**src/rtl/newton_raphson_divide_seq_16_if.sv**
```systemverilog
// Request/response bundle for the sequential Newton-Raphson divider.
// master drives start/n/d; slave returns ready/done/q/r/dbz.
interface newton_raphson_divide_seq_16_if;
   logic        start;
   logic [15:0] n;
   logic [15:0] d;
   logic        ready;
   logic        done;
   logic [15:0] q;
   logic [15:0] r;
   logic        dbz;

   modport master (
      output start, n, d,
      input  ready, done, q, r, dbz
   );

   modport slave (
      input  start, n, d,
      output ready, done, q, r, dbz
   );
endinterface

```
**src/rtl/newton_raphson_divide_seq_16.sv**
```systemverilog
// Sequential 16-bit unsigned Newton-Raphson divider, one shared multiplier.
// Ports: clk, rst_n (async, active low), bus (slave: start/n/d in, ready/done/q/r/dbz out).
module newton_raphson_divide_seq_16 #(
   parameter int ITERS = 3
) (
   input  logic                           clk,
   input  logic                           rst_n,
   newton_raphson_divide_seq_16_if.slave  bus
);

   typedef enum logic [2:0] {
      S_IDLE, S_NORM, S_EST, S_ITER,
      S_QMUL, S_CORR1, S_CORR2, S_DONE
   } state_t;

   // Reciprocal is Q2.22; 48/17 and 32/17 in the same format.
   localparam logic [23:0] K48 = 24'd11842741;
   localparam logic [23:0] C32 = 24'd7895160;
   localparam logic [23:0] TWO = 24'h800000;
   localparam logic [3:0]  ITER_LAST = 4'(2 * ITERS - 1);

   state_t      state_q, state_d;
   logic [15:0] n_q, n_d;
   logic [15:0] d_q, d_d;
   logic [3:0]  s_q, s_d;
   logic [15:0] dn_q, dn_d;
   logic [23:0] x_q, x_d;
   logic [23:0] e_q, e_d;
   logic [15:0] qe_q, qe_d;
   logic [17:0] rt_q, rt_d;
   logic [3:0]  it_q, it_d;
   logic [15:0] q_q, q_d;
   logic [15:0] r_q, r_d;
   logic        dbz_q, dbz_d;

   logic [23:0] mul_a, mul_b;
   logic [47:0] prod;
   logic [3:0]  lz;
   logic        accept;
   logic [17:0] d_ext;

   function automatic logic [3:0] lzc16(input logic [15:0] v);
      logic [3:0] c;
      c = 4'd15;
      for (int i = 0; i < 16; i++) begin
         if (v[i]) c = 4'(15 - i);
      end
      return c;
   endfunction

   assign lz    = lzc16(d_q);
   assign d_ext = {2'b00, d_q};

   // The only multiplier; every stage steers its operands here.
   assign prod = {24'd0, mul_a} * {24'd0, mul_b};

   always_comb begin
      mul_a = '0;
      mul_b = '0;
      unique case (state_q)
         S_NORM: begin
            mul_a = {8'd0, d_q};
            mul_b = 24'd1 << lz;
         end
         S_EST: begin
            mul_a = {8'd0, dn_q};
            mul_b = C32;
         end
         S_ITER: begin
            if (!it_q[0]) begin
               mul_a = {8'd0, dn_q};
               mul_b = x_q;
            end else begin
               mul_a = x_q;
               mul_b = e_q;
            end
         end
         S_QMUL: begin
            mul_a = {8'd0, n_q};
            mul_b = x_q;
         end
         S_CORR1: begin
            mul_a = {8'd0, qe_q};
            mul_b = {8'd0, d_q};
         end
         default: ;
      endcase
   end

   assign accept = bus.start &&
                   (state_q == S_IDLE || state_q == S_DONE);

   always_comb begin
      state_d = state_q;
      n_d     = n_q;
      d_d     = d_q;
      s_d     = s_q;
      dn_d    = dn_q;
      x_d     = x_q;
      e_d     = e_q;
      qe_d    = qe_q;
      rt_d    = rt_q;
      it_d    = it_q;
      q_d     = q_q;
      r_d     = r_q;
      dbz_d   = dbz_q;
      unique case (state_q)
         S_IDLE, S_DONE: begin
            state_d = S_IDLE;
            if (accept) begin
               n_d  = bus.n;
               d_d  = bus.d;
               it_d = '0;
               if (bus.d == 16'd0) begin
                  state_d = S_DONE;
                  q_d     = 16'hFFFF;
                  r_d     = bus.n;
                  dbz_d   = 1'b1;
               end else begin
                  state_d = S_NORM;
               end
            end
         end
         S_NORM: begin
            s_d     = lz;
            dn_d    = prod[15:0];
            state_d = S_EST;
         end
         S_EST: begin
            x_d     = K48 - prod[39:16];
            state_d = S_ITER;
         end
         S_ITER: begin
            // Even step forms e = 2 - dn*x, odd step x = x*e.
            if (!it_q[0]) e_d = TWO - prod[39:16];
            else          x_d = prod[45:22];
            it_d = it_q + 4'd1;
            if (it_q == ITER_LAST) state_d = S_QMUL;
         end
         S_QMUL: begin
            // n*x carries 22 fraction bits; undo the 16-s normalisation.
            qe_d    = 16'(prod >> (6'd38 - {2'b00, s_q}));
            state_d = S_CORR1;
         end
         S_CORR1: begin
            rt_d    = {2'b00, n_q} - prod[17:0];
            state_d = S_CORR2;
         end
         S_CORR2: begin
            if (rt_q[17]) begin
               q_d = qe_q - 16'd1;
               r_d = 16'(rt_q + d_ext);
            end else if (rt_q >= d_ext) begin
               q_d = qe_q + 16'd1;
               r_d = 16'(rt_q - d_ext);
            end else begin
               q_d = qe_q;
               r_d = rt_q[15:0];
            end
            dbz_d   = 1'b0;
            state_d = S_DONE;
         end
         default: state_d = S_IDLE;
      endcase
   end

   always_ff @(posedge clk or negedge rst_n) begin
      if (!rst_n) begin
         state_q <= S_IDLE;
         n_q     <= '0;
         d_q     <= '0;
         s_q     <= '0;
         dn_q    <= '0;
         x_q     <= '0;
         e_q     <= '0;
         qe_q    <= '0;
         rt_q    <= '0;
         it_q    <= '0;
         q_q     <= '0;
         r_q     <= '0;
         dbz_q   <= 1'b0;
      end else begin
         state_q <= state_d;
         n_q     <= n_d;
         d_q     <= d_d;
         s_q     <= s_d;
         dn_q    <= dn_d;
         x_q     <= x_d;
         e_q     <= e_d;
         qe_q    <= qe_d;
         rt_q    <= rt_d;
         it_q    <= it_d;
         q_q     <= q_d;
         r_q     <= r_d;
         dbz_q   <= dbz_d;
      end
   end

   assign bus.ready = (state_q == S_IDLE) || (state_q == S_DONE);
   assign bus.done  = (state_q == S_DONE);
   assign bus.q     = q_q;
   assign bus.r     = r_q;
   assign bus.dbz   = dbz_q;

endmodule

```
**src/flat_wrapper.sv**
```systemverilog
// flat-port wrapper written by rule: the top's interface ports become plain ports
module newton_raphson_divide_seq_16_flat 
#(
   parameter int ITERS = 3
)
  (clk, rst_n, bus_start, bus_n, bus_d, bus_ready, bus_done, bus_q, bus_r, bus_dbz);
  newton_raphson_divide_seq_16_if bus_i ();
  input  logic clk;
  input  logic rst_n;
  input wire logic [$bits(bus_i.start)-1:0] bus_start;
  input wire logic [$bits(bus_i.n)-1:0] bus_n;
  input wire logic [$bits(bus_i.d)-1:0] bus_d;
  output wire logic [$bits(bus_i.ready)-1:0] bus_ready;
  output wire logic [$bits(bus_i.done)-1:0] bus_done;
  output wire logic [$bits(bus_i.q)-1:0] bus_q;
  output wire logic [$bits(bus_i.r)-1:0] bus_r;
  output wire logic [$bits(bus_i.dbz)-1:0] bus_dbz;
  assign bus_i.start = bus_start;
  assign bus_i.n = bus_n;
  assign bus_i.d = bus_d;
  assign bus_ready = bus_i.ready;
  assign bus_done = bus_i.done;
  assign bus_q = bus_i.q;
  assign bus_r = bus_i.r;
  assign bus_dbz = bus_i.dbz;
  newton_raphson_divide_seq_16 #(.ITERS(ITERS)) u_core (.clk(clk), .rst_n(rst_n), .bus(bus_i));
endmodule
```
**config.mk**
```make
export PLATFORM = sky130hd
export DESIGN_NAME = newton_raphson_divide_seq_16_flat
export DESIGN_NICKNAME = d
export VERILOG_FILES = /design/src/rtl/newton_raphson_divide_seq_16_if.sv /design/src/rtl/newton_raphson_divide_seq_16.sv /design/src/flat_wrapper.sv
export SDC_FILE = /design/constraint.sdc
export NUM_CORES = 2
export LEC_CHECK = 0
export ABC_AREA = 1
export ABC_CLOCK_PERIOD_IN_PS = 10800
export CORE_UTILIZATION = 35
export CTS_CLUSTER_DIAMETER = 80
export CTS_CLUSTER_SIZE = 10
export DETAILED_ROUTE_END_ITERATION = 10
export PLACE_DENSITY = 0.56
export SLEW_MARGIN = 20
export SYNTH_ARGS = -nofsm -noshare
export SYNTH_HDL_FRONTEND = slang
export SYNTH_SLANG_ARGS = --single-unit
```
**constraint.sdc**
```tcl
create_clock -name clk -period 10.8 [get_ports clk]
set_input_delay 2.16 -clock clk [delete_from_list [all_inputs] [get_ports clk]]
set_output_delay 2.16 -clock clk [all_outputs]
set_load 0.05 [all_outputs]
```
==> run_results.csv <==
group,metric,value,unit
final_layout,stdcell_area,38400,µm²
worst_hold_path,hold_class,"reg -> reg",
logic_synthesis,synth_top_area_share,27.6,%
place,post_dp_cell_area,37800,µm²
grt,grt_overflow,0,
clock_network,cts_resized,0,
worst_setup_path,crit_path_start_kind,"flip-flop",
place,place_congestion,0.961,
timing,tightest_slew,1.08,ns
logic_synthesis,async_reset_ff_share,100,%
clock_network,clock_sinks,174,
routing,first_iter_violations,3353,
logic_synthesis,syn_area_per_cell,6.86,µm²
job,maxCapViolCount,0,
logic_synthesis,synth_area,35200,µm²
worst_setup_path,path_max_fanout,18,
logic_synthesis,syn_inst,5134,
grt,grt_pass1_wl,210000,µm
worst_setup_path,crit_top_cell,"nand2_1",
place,preCtsSetupSlack,1.00,ns
logic_synthesis,synth.ff_latch_count,174,
floorplan,die_w,319,µm
worst_setup_path,worst-r2r-setup-slack,0.63,ns
worst_setup_path,max_stage_delay,0.75,ns
routing,drc,0,
worst_setup_path,cp-endpoint,"u_core.e_q[9]",
worst_setup_path,path_buf_inv,9,
timing,min_period,10.17,ns
timing,maxSlewHeadroom,28.1,%
place,dpl.hpwl,113000,µm
clock_network,path_clk_slew,0.08,ns
grt,grt_pass1_vias,33200,
timing,rsz0062_at_grt,"no",
logic_synthesis,yosysTopAreaCell,"fa_1",
clock_network,post_cts_buffers,0,
grt,grtUsageTotal,27.2,%
final_layout,nNetsFinal,5902,
place,io_buffers,69,
final_layout,drive_gt1_share,4.96,%
worst_setup_path,worst_setup_path_end_kind,"flip-flop",
worst_setup_path,r2r_start,"u_core.d_q[1]",
timing,period_share,94.2,%
clock_network,clock_path_buffers,2,
logic_synthesis,synth_most_common_cell,"nand2_1",
logic_synthesis,synth_compound_area_share,8.54,%
logic_synthesis,yosysSeqAreaShare,12.4,%
clock_network,clock-root-buffer,"clkbuf_16",
timing,skew,0.0164,ns
logic_synthesis,synth_nets,5883,
routing,drtAntennaViolNets,0,
clock_network,numCtsBuffers,17,
timing,setup_viol,0,
routing,route.vias.total,33700,
timing,max_freq,98.3,MHz
timing,final-max-slew-violation-count,0,
timing,setup_tns,0,ns
worst_setup_path,r2r-end,"u_core.e_q[9]",
grt,antenna_found_initial,1,
clock_network,tritoncts,"done",
floorplan,die-area,102000,µm²
floorplan,num_rows,115,
routing,wl_per_cell,21.3,µm
outcome,status,"finished clean",
clock_network,insertion_delay,0.48,ns
grt,grt_max_degree,68,
final_layout,area_growth,9.04,%
worst_setup_path,crit_start,"u_core.d_q[1]",
worst_setup_path,r2r.worst_path.cells,42,
worst_setup_path,crit_slowest_cell,"clkinv_1",
worst_hold_path,holdPathStages,1,
worst_setup_path,path_delay_family,"adder cells",
routing,firstDrtPassIters,8,
worst_setup_path,worstPathRequired,11.12,ns
logic_synthesis,synthXorXnorAreaFrac,1.93,%
logic_synthesis,yosys.area_share.simple,27.8,%
routing,via_per_inst,5.23,
worst_setup_path,cp_num_cells,42,
worst_setup_path,arrival,10.50,ns
floorplan,top_level_ports,70,
logic_synthesis,synthTopCellsByArea,"fa_1, nand2_1, dfrtp_1",
logic_synthesis,yosysWarnings,0,
clock_network,hold_buffers,0,
timing,fin_ws,0.625,ns
floorplan,start_util,35.6,%
floorplan,die_y,319,µm
clock_network,cts.htree.levels,4,
worst_setup_path,criticalPathCategory,"reg -> reg",
logic_synthesis,yosysUniqueCellTypes,57,
final_layout,final_core_util,38.8,%
logic_synthesis,synth_flop_cell,"dfrtp_1",
logic_synthesis,synth_edf_count,0,
logic_synthesis,synth_common_cells,"nand2_1, inv_1, nor2_1",
routing,wirelength,138000,µm
floorplan,core-area,99000,µm²
timing,hold_viol,0,
logic_synthesis,synthMuxAreaShare,0.0568,%
logic_synthesis,synthAdderAreaFrac,35.7,%
logic_synthesis,synth_top_family_by_area,"adder cells",
## metrics by stage
stage,hold WS [ns],cells
after detailed placement,0.457,6421
after global routing,0.499,6453
after CTS,0.467,6453
after floorplan,0.432,5134
after global placement,0.449,6421
final,0.472,6454
## cells by family (layout without fill, tap and decap cells)
group / Yosys count / after routing
fa+ha+maj: 714 / 714
flops: 174 / 174
mux: 2 / 2
compound gates: 513 / 513
xor+xnor: 75 / 75
simple gates: 2389 / 2389
buf+inv: 1267 / 1299
other cells: 0 / 1
## sequential cells by signal (all words and copies together), names as in the netlist, 16 cells and up
name	count
u_core.qe_q	16
u_core.bus.q	16
u_core.rt_q	18
u_core.d_q	16
u_core.bus.r	16
u_core.x_q	24
u_core.n_q	16
u_core.dn_q	16
u_core.e_q	24
## cell type report
cell class	count	area, µm²
antenna	1	2.50
tap	1287	1610
inverter	1079	4050
multi-input combinational	3693	26200
sequential	174	4350
timing repair buffer	188	1590
fill	10600	60600
clock inverter	14	206
clock buffer	18	439
## placed cells by master (no fill, tap or decap), types with 4 or more instances in the layout
cell             Yosys  final
xor2_1              60     60
a2111oi_2            1      8
ha_1               229    229
nor4_1               9      9
o21bai_1             8      8
o21ai_1             12     11
nand3_1            353    352
o211ai_1            22     22
a21oi_1            152    151
clkdlybuf4s50_1      0     68
a221oi_1            14     14
a2111oi_4            6      7
o21ai_2              1      4
xnor2_1             12     12
bufinv_16            0      4
or2_2               12     12
nand4_1             38     38
inv_2               11     11
inv_1             1050   1050
nand3_2              3      4
nand3b_1             6      6
dfrtp_1            174    174
fa_1               485    485
o31ai_1              4      4
buf_4                5    119
o21ai_0            234    232
o22ai_1             25     23
clkinv_1            17     17
nor3_1              21     20
nor2_1             489    488
a31oi_1              9      9
nand2_1           1412   1411
nand2_2             22     23
clkbuf_16            0     17
nor2_2              16     17
## worst reg2reg max path, delay by kind of cell (launching register included)
family | cells | cell delay (ns)
XOR/XNOR | 1 | 0.39
AO/OA/AOI/OAI | 6 | 0.71
AND/OR/NAND/NOR | 18 | 3.37
buffers and inverters | 9 | 1.49
flip-flops | 1 | 0.42
adder cells (fa/ha/maj) | 8 | 3.66
## worst min path at each step
stage,from,to,slack (ns)
6_report,u_core.it_q[3],u_core.it_q[3],0.47
3_3_place_gp,u_core.it_q[3],u_core.it_q[3],0.45
2_1_floorplan,u_core.it_q[3],u_core.it_q[3],0.43
4_1_cts,u_core.it_q[3],u_core.it_q[3],0.47
3_5_place_dp,u_core.it_q[3],u_core.it_q[3],0.46
5_1_grt,u_core.e_q[0],u_core.e_q[0],0.50
## routing by layer
| layer | part of all wire, % | GRT usage (%) | vias to the layer above |
|---|---|---|---|
| met1 | 45 | 39.3 | 16600 |
| met4 | 3.0 | 7.66 | 0 |
| met3 | 7.7 | 3.38 | 182 |
| met5 | 0 | 0 | - |
| li1 | - | - | 15600 |
| met2 | 45 | 42.6 | 1394 |
Power is not shown: default switching activity piles up to over one toggle a cycle in this logic, so the estimate is an artifact.
